<file path="src/rtl/pipelined_cla_adder.sv">
`default_nettype none
// +----------------------------------------------------------------------------+
// | Module      : pipelined_cla_adder                                          |
// | Description : Parametrised two-stage carry-lookahead adder/subtractor with |
// |               two-level lookahead (bit groups, then group carries), status |
// |               flags and a valid/ready handshake with full backpressure.    |
// | Revision    : 1.0 - initial release                                        |
// +----------------------------------------------------------------------------+
module pipelined_cla_adder #(
  parameter int DATA_WIDTH  = 16,
  parameter int GROUP_WIDTH = 4
) (
  input  logic                  clk_in,
  input  logic                  rst_in,
  input  logic                  valid_in,
  output logic                  ready_out,
  input  logic [DATA_WIDTH-1:0] a_in,
  input  logic [DATA_WIDTH-1:0] b_in,
  input  logic                  carry_in,
  input  logic                  sub_in,
  output logic                  valid_out,
  input  logic                  ready_in,
  output logic [DATA_WIDTH-1:0] sum_out,
  output logic                  carry_out,
  output logic                  overflow_out,
  output logic                  zero_out
);

  // Number of first-level groups; the last one is partial when the width
  // is not a multiple of GROUP_WIDTH.
  localparam int C_NUM_GROUPS = (DATA_WIDTH + GROUP_WIDTH - 1) / GROUP_WIDTH;
  localparam int C_MSB        = DATA_WIDTH - 1;

  // ---------------------------------------------------------------------------
  // Handshake / stage enables
  // ---------------------------------------------------------------------------
  logic w_en1;
  logic w_en2;
  logic v1_q;
  logic valid_q;

  // Stage 2 may load when it is empty or its result is being taken; stage 1
  // may load when it is empty or can pass its content on. ready_out is thus
  // combinationally dependent on ready_in.
  assign w_en2     = ~valid_q | ready_in;
  assign w_en1     = ~v1_q | w_en2;
  assign ready_out = w_en1;
  assign valid_out = valid_q;

  // ---------------------------------------------------------------------------
  // Stage 1: operand conditioning and first-level lookahead
  // ---------------------------------------------------------------------------
  logic [DATA_WIDTH-1:0]   w_b_eff;
  logic                    cin_d;
  logic [DATA_WIDTH-1:0]   g_d;
  logic [DATA_WIDTH-1:0]   p_d;
  logic [C_NUM_GROUPS-1:0] grp_g_d;
  logic [C_NUM_GROUPS-1:0] grp_p_d;

  // Subtract is A + ~B + 1, so the incoming carry is forced high.
  assign w_b_eff = sub_in ? ~b_in : b_in;
  assign cin_d   = sub_in | carry_in;
  assign g_d     = a_in & w_b_eff;
  assign p_d     = a_in ^ w_b_eff;

  // Stage-1 registers. Bit generates are kept alongside the propagates
  // because the in-group carries of stage 2 need both.
  logic [DATA_WIDTH-1:0]   g_q;
  logic [DATA_WIDTH-1:0]   p_q;
  logic [C_NUM_GROUPS-1:0] grp_g_q;
  logic [C_NUM_GROUPS-1:0] grp_p_q;
  logic                    cin_q;
  logic                    a_msb_q;
  logic                    b_msb_q;

  // ---------------------------------------------------------------------------
  // Stage 2: second-level lookahead and result
  // ---------------------------------------------------------------------------
  logic [C_NUM_GROUPS:0]   w_grp_c;
  logic [DATA_WIDTH-1:0]   w_bit_c;
  logic [DATA_WIDTH-1:0]   sum_d;
  logic                    carry_d;
  logic                    ovf_d;
  logic                    zero_d;

  logic [DATA_WIDTH-1:0]   sum_q;
  logic                    carry_q;
  logic                    ovf_q;
  logic                    zero_q;

  // Per-group lookahead: group G/P in stage 1, bit carries in stage 2.
  for (genvar k = 0; k < C_NUM_GROUPS; k++) begin : g_group
    localparam int C_LO = k * GROUP_WIDTH;
    localparam int C_HI = ((C_LO + GROUP_WIDTH) > DATA_WIDTH) ?
                          (DATA_WIDTH - 1) : (C_LO + GROUP_WIDTH - 1);
    localparam int C_SZ = C_HI - C_LO + 1;

    logic            w_g_grp;
    logic            w_p_grp;
    logic [C_SZ-1:0] w_c_bit;

    // Group generate as a flat sum of products: g[i] & p[i+1..top].
    always_comb begin
      logic term;
      term    = 1'b0;
      w_g_grp = 1'b0;
      w_p_grp = 1'b1;
      for (int i = 0; i < C_SZ; i++) begin
        term = g_d[C_LO + i];
        for (int j = i + 1; j < C_SZ; j++) begin
          term = term & p_d[C_LO + j];
        end
        w_g_grp = w_g_grp | term;
        w_p_grp = w_p_grp & p_d[C_LO + i];
      end
    end

    assign grp_g_d[k] = w_g_grp;
    assign grp_p_d[k] = w_p_grp;

    // Carry into each bit of the group, flattened from the group carry-in.
    always_comb begin
      logic carry;
      logic term;
      carry   = 1'b0;
      term    = 1'b0;
      w_c_bit = '0;
      for (int i = 0; i < C_SZ; i++) begin
        carry = w_grp_c[k];
        for (int m = 0; m < i; m++) begin
          carry = carry & p_q[C_LO + m];
        end
        for (int j = 0; j < i; j++) begin
          term = g_q[C_LO + j];
          for (int m = j + 1; m < i; m++) begin
            term = term & p_q[C_LO + m];
          end
          carry = carry | term;
        end
        w_c_bit[i] = carry;
      end
    end

    assign w_bit_c[C_HI:C_LO] = w_c_bit;
  end

  // Group carry-ins as flat sums of products over registered group G/P and
  // cin; entry C_NUM_GROUPS is the carry out of the MSB.
  always_comb begin
    logic carry;
    logic term;
    carry   = 1'b0;
    term    = 1'b0;
    w_grp_c = '0;
    for (int k = 0; k <= C_NUM_GROUPS; k++) begin
      carry = cin_q;
      for (int m = 0; m < k; m++) begin
        carry = carry & grp_p_q[m];
      end
      for (int j = 0; j < k; j++) begin
        term = grp_g_q[j];
        for (int m = j + 1; m < k; m++) begin
          term = term & grp_p_q[m];
        end
        carry = carry | term;
      end
      w_grp_c[k] = carry;
    end
  end

  // Result and flags; overflow compares the effective operand signs.
  assign sum_d   = p_q ^ w_bit_c;
  assign carry_d = w_grp_c[C_NUM_GROUPS];
  assign zero_d  = (sum_d == '0);
  assign ovf_d   = (a_msb_q == b_msb_q) & (sum_d[C_MSB] != a_msb_q);

  // Stage-1 register: capture lookahead terms on an accepted transaction.
  always_ff @(posedge clk_in) begin
    if (rst_in) begin
      v1_q    <= 1'b0;
      g_q     <= '0;
      p_q     <= '0;
      grp_g_q <= '0;
      grp_p_q <= '0;
      cin_q   <= 1'b0;
      a_msb_q <= 1'b0;
      b_msb_q <= 1'b0;
    end else if (w_en1) begin
      v1_q <= valid_in;
      if (valid_in) begin
        g_q     <= g_d;
        p_q     <= p_d;
        grp_g_q <= grp_g_d;
        grp_p_q <= grp_p_d;
        cin_q   <= cin_d;
        a_msb_q <= a_in[C_MSB];
        b_msb_q <= w_b_eff[C_MSB];
      end
    end
  end

  // Stage-2 register: results load only with a valid stage-1 entry, so
  // bubbles leave the last result on the data outputs.
  always_ff @(posedge clk_in) begin
    if (rst_in) begin
      valid_q <= 1'b0;
      sum_q   <= '0;
      carry_q <= 1'b0;
      ovf_q   <= 1'b0;
      zero_q  <= 1'b0;
    end else if (w_en2) begin
      valid_q <= v1_q;
      if (v1_q) begin
        sum_q   <= sum_d;
        carry_q <= carry_d;
        ovf_q   <= ovf_d;
        zero_q  <= zero_d;
      end
    end
  end

  assign sum_out      = sum_q;
  assign carry_out    = carry_q;
  assign overflow_out = ovf_q;
  assign zero_out     = zero_q;

endmodule
`default_nettype wire

</file>
<file path="config.mk">
export PLATFORM = sky130hd
export DESIGN_NAME = pipelined_cla_adder
export DESIGN_NICKNAME = d
export VERILOG_FILES = /design/src/rtl/pipelined_cla_adder.sv
export SDC_FILE = /design/constraint.sdc
export NUM_CORES = 1
export LEC_CHECK = 0
export BUFFER_PORTS_ARGS = -buffer_cell sky130_fd_sc_hd__clkbuf_2
export CAP_MARGIN = 20
export CELL_PAD_IN_SITES_DETAIL_PLACEMENT = 1
export CELL_PAD_IN_SITES_GLOBAL_PLACEMENT = 2
export CORE_UTILIZATION = 35
export CTS_BUF_LIST = sky130_fd_sc_hd__clkbuf_8
export CTS_CLUSTER_SIZE = 10
export DETAILED_ROUTE_END_ITERATION = 16
export PLACE_DENSITY = 0.92
export SETUP_SLACK_MARGIN = 0.1
export SYNTH_ARGS = -nofsm -noshare
export SYNTH_HDL_FRONTEND = slang
export SYNTH_SLANG_ARGS = --single-unit
export TNS_END_PERCENT = 5
</file>
<file path="constraint.sdc">
create_clock -name clk_in -period 4 [get_ports clk_in]
set_input_delay 0.8 -clock clk_in [delete_from_list [all_inputs] [get_ports clk_in]]
set_output_delay 0.8 -clock clk_in [all_outputs]
set_load 0.02 [all_outputs]
</file>
# Yosys cells after proc, flatten, opt, wreduce, memory -nomap -nowiden
# Index checks and enable logic that the tools add are counted.
# classes
bitwise	126
eq_ne	2
reduce_logical	3
muxes	1
# op_table
op	n
$and 1x1->1	71
$or 1x1->1	49
$xor 16x16->16	2
$and 16x16->16	1
$logic_not 16->1	1
$mux 16	1
$not 16->16	1
$reduce_and 2->1	2
$not 1->1	2
$eq 1x1->1	1
$ne 1x1->1	1
# totals
output_inout_bits	21
reg_bits	63
elab_cells	145
inputBits	38

# Logic depth before layout (Yosys ltp)
# depth
ltp_word	15
ltp_mapped	9
depth_no_buf	9

# Least setup slack after synthesis
# OpenSTA, ideal clock, no wires.
# synth_timing
path_kind	reg2reg
startpoint	reg grp_p_q[0]
endpoint	reg zero_q (netlist: zero_out)
setup_time_ns	0.070
path_stages_with_launch	10
setup_slack_ns	1.510
synth_period_minus_slack_ns	2.490
required_time_ns	3.930
t_arrival_ns	2.419
path_buffers	0
cell_sequence	dfxtp_1 a21o_1 a21o_1 a21o_1 ha_1 nor4_2 nand3_1 or4_1 or4_1 a21oi_1
# synth_via
elab_cells_between_ends	38
classes_between	bitwise (37); reduce/logical (1)
# synth_rtl
element	line_no	rtl
start, declared	71	logic [C_NUM_GROUPS-1:0] grp_p_q;
start signal, assigned	194	grp_p_q <= grp_p_d;
$and 1x1->1 (3 in series)	158	carry = carry & grp_p_q[m];
$or 1x1->1 (3 in series)	165	carry = carry | term;
$xor 16x16->16	172	assign sum_d = p_q ^ w_bit_c;
via sum_d[12]	81	logic [DATA_WIDTH-1:0] sum_d;
$logic_not 16->1	174	assign zero_d = (sum_d == '0);
end signal, assigned	217	zero_q <= zero_d;
end, declared	89	logic zero_q;
# The timed path passes the listed nets, and every way through them passes these cells.
# A chain may end at the register's enable or synchronous reset.

# Worst setup path after layout
# layout_timing
startpoint	reg cin_q
endpoint	reg zero_q (netlist: zero_out)
# layout_via
elab_cells_between_ends	47
classes_between	bitwise (46); reduce/logical (1)
# layout_rtl
element	line_no	rtl
start, declared	72	logic cin_q;
start signal, assigned	195	cin_q <= cin_d;
$and 1x1->1 (3 in series)	158	
$or 1x1->1 (3 in series)	165	
$xor 16x16->16	172	
via sum_d[12]	81	
$logic_not 16->1	174	
# The timed path passes the listed nets, and every way through them passes these cells.

==> out/qor.yml <==
status:
  status: "complete, no violations"
sta:
  clock_skew_ps: 7.984
  tns_ps: 0
  period_share_pct: 66.17
  tightest_slew_ps: 792.4
  setup_slack_ps: 1353
  finalSetupViolCount: 0
  fmax_mhz: 377.8
  rsz0062_at_grt: "false"
  finalMaxSlewViolations: 0
  fin_crit_ps: 2647
  hold_slack_ps: 460.3
  slew_headroom_pct: 47.05
  final_hold_viol_count: 0
clock_network:
  clock_path_buffers: 2
  cts_root_buffer: "clkbuf_8"
  cts_hold_buf: 0
  numCtsBuffers: 9
  tritoncts_num_sinks: 60
  clk_pin_slew_ps: 70
  post-cts-setup-buffers: 0
  cts_tree: "yes"
  cts_resized: 0
  clock_latency_ps: 340
  htree_levels: 3
setup_path:
  crit_buf_inv: 0
  critPathTopFamily: "simple AND/OR/NAND/NOR gates"
  path_depth: 9
  crit_end: "zero_out"
  critical_path.startpoint: "cin_q"
  critPathArrivalTime_ps: 2920
  criticalPathCategory: "reg2reg"
  endpoint_kind: "flip-flop"
  cp-start-kind: "flip-flop"
  ff2ff_path_depth: 9
  r2r_start: "cin_q"
  path_common_cell: "a21o_1"
  max_stage_delay_ps: 450
  r2r_slack_ps: 1350
  required_ps: 4280
  crit_path_max_fanout: 3
  critPathSlowestCell: "or4_1"
  cp_cell_sequence: "a21o_1, a21o_1, a21o_1, ha_1, nor4_2, nand3_1, or4_1, or4_1, a21oi_1"
  r2r_end: "zero_out"
drt:
  wirelength_mm: 7.444
  drcViolationCount: 0
  final_antenna_net_count: 0
  vias: 2667
  drtIter0Drc: 77
  routed_via_density: 5.061
  dr.pass1.iters: 4
  wl_per_cell_um: 14.13
logic_synthesis:
  synth.area.top_cells: "dfxtp_1 (41%), nand2_1 (13%), a21oi_1 (9.8%)"
  synth.distinct_cells: 30
  ys_warn_count: 0
  synth_top_cell_by_area: "dfxtp_1"
  avgSynthCellArea_um2: 7.949
  ys_seq_area_share_pct: 41.06
  synth.top_cell.area_share_pct: 41.06
  syn-num-nets: 426
  ys_ff_latch: 60
  synthCells: 368
  syn_area_mm2: 0.002925
floorplan:
  start_util_pct: 37.09
  die_y_um: 93.42
  coreArea_mm2: 0.007888
  dieArea_mm2: 0.008727
  io_pins: 59
  rows: 32
  die_w_um: 93.42
final_layout:
  layout-drive-gt1-share_pct: 19.53
  synthToLayoutAreaGrowth_pct: 18.26
  final_cell_mix: "nand2_1 (100), dfxtp_1 (60), clkbuf_2 (58)"
  final_nets: 478
  finalInstanceArea_mm2: 0.003460
  stdcell_count: 527
  final_common_cell: "nand2_1"
  n_antenna_cell: 0
  utilization_pct: 43.86
power_and_ir_drop:
  vdd_drop_max_mv: 0.1402
  p_total_mw: 1.380
  power_leakage_nw: 1.455
  pwr_density_cell_mw_per_mm2: 399.0
global_routing:
  grt_pass1_vias: 2685
  grt_max_degree: 40
  groute.usage.overall_pct: 18.38
  grt_pass1_wl_mm: 12.50
  antenna_found_initial: 0
  gr-total-overflow: 0
place:
  dpl_cell_area_mm2: 0.003292
  gp_congestion: 0.7296
  io_buffers: 58
  dp_hpwl_mm: 5.737
  dp.cells: 511
  dp_slack_ps: 1364
flow_run:
  max_cap_violations: 0
hold_path:
  min_path_type: "reg2reg"
-- metal layers --
metal	global-route usage (%)	wire length [um]
met5	0	0
met3	2.439	237
met2	29.72	3290
met4	7.308	112
met1	24.69	3803
-- cells in the mapped netlist (all sizes together) --
master / n
nand2: 100
dfxtp: 60
a21oi: 57
ha: 20
clkbuf: 18
nor2: 17
xor2: 16
nor3: 9
nor2b: 8
o211ai: 8
o21ai: 7
a211oi: 5
or3: 5
a21boi: 4
and3b: 4
and4: 4
o21a: 4
a21o: 3
o22ai: 3
or2: 3
and2: 2
buf: 2
or4: 2
a311oi: 1
inv: 1
nand2b: 1
nand3: 1
nor4: 1
o2111ai: 1
o21ba: 1
-- where the power goes --
part	switching (mW)	internal [mW]	total (mW)
clock network	0.250	0.221	0.470
registers	0.0273	0.634	0.661
logic	0.145	0.103	0.248
total	0.422	0.958	1.38
-- worst min path at each step --
stage	startpoint	end	slack, ps	cells past startpoint
6_report	sum_out[11]	sum_out[11]	460	2
5_1_grt	g_q[14]	g_q[14]	480	2
4_1_cts	grp_p_q[0]	grp_p_q[0]	460	2
3_5_place_dp	grp_p_q[0]	grp_p_q[0]	450	2
3_3_place_gp	sum_out[1]	sum_out[1]	440	2
2_1_floorplan	grp_p_q[0]	grp_p_q[0]	430	2
-- sequential cells by signal (all words and copies together) (netlist names) --
signal and flops:
sum_out 16, valid_out 1, overflow_out 1, a_msb_q 1, b_msb_q 1, p_q 16, cin_q 1, grp_g_q 4
carry_out 1, g_q 12, v1_q 1, grp_p_q 4, zero_out 1
-- worst min-delay path: stages (launching register included) --
cell and delay [ps]:
dfxtp_1 310, nand2_1 50, a21oi_1 50
-- cells by family after synthesis --
group	after synthesis	synth area share [%]
buffers and inverters	21	2.780
and+or+nand+nor	157	24.12
xor gates and xnor gates	16	4.790
DFF	60	41.06
AOI/OAI and AO/OA	94	18.69
adders and majority gates	20	8.554
-- area by class of cell --
class / instances / area [um^2]
timing repair buffer: 61 / 312.8
inverter: 1 / 3.754
multi-input combinational: 287 / 1647
sequential: 60 / 1201
clock buffer: 9 / 123.9
clock inverter: 7 / 43.79
tap: 102 / 127.6
fill: 998 / 4428
(Power assumes the default switching activity.)
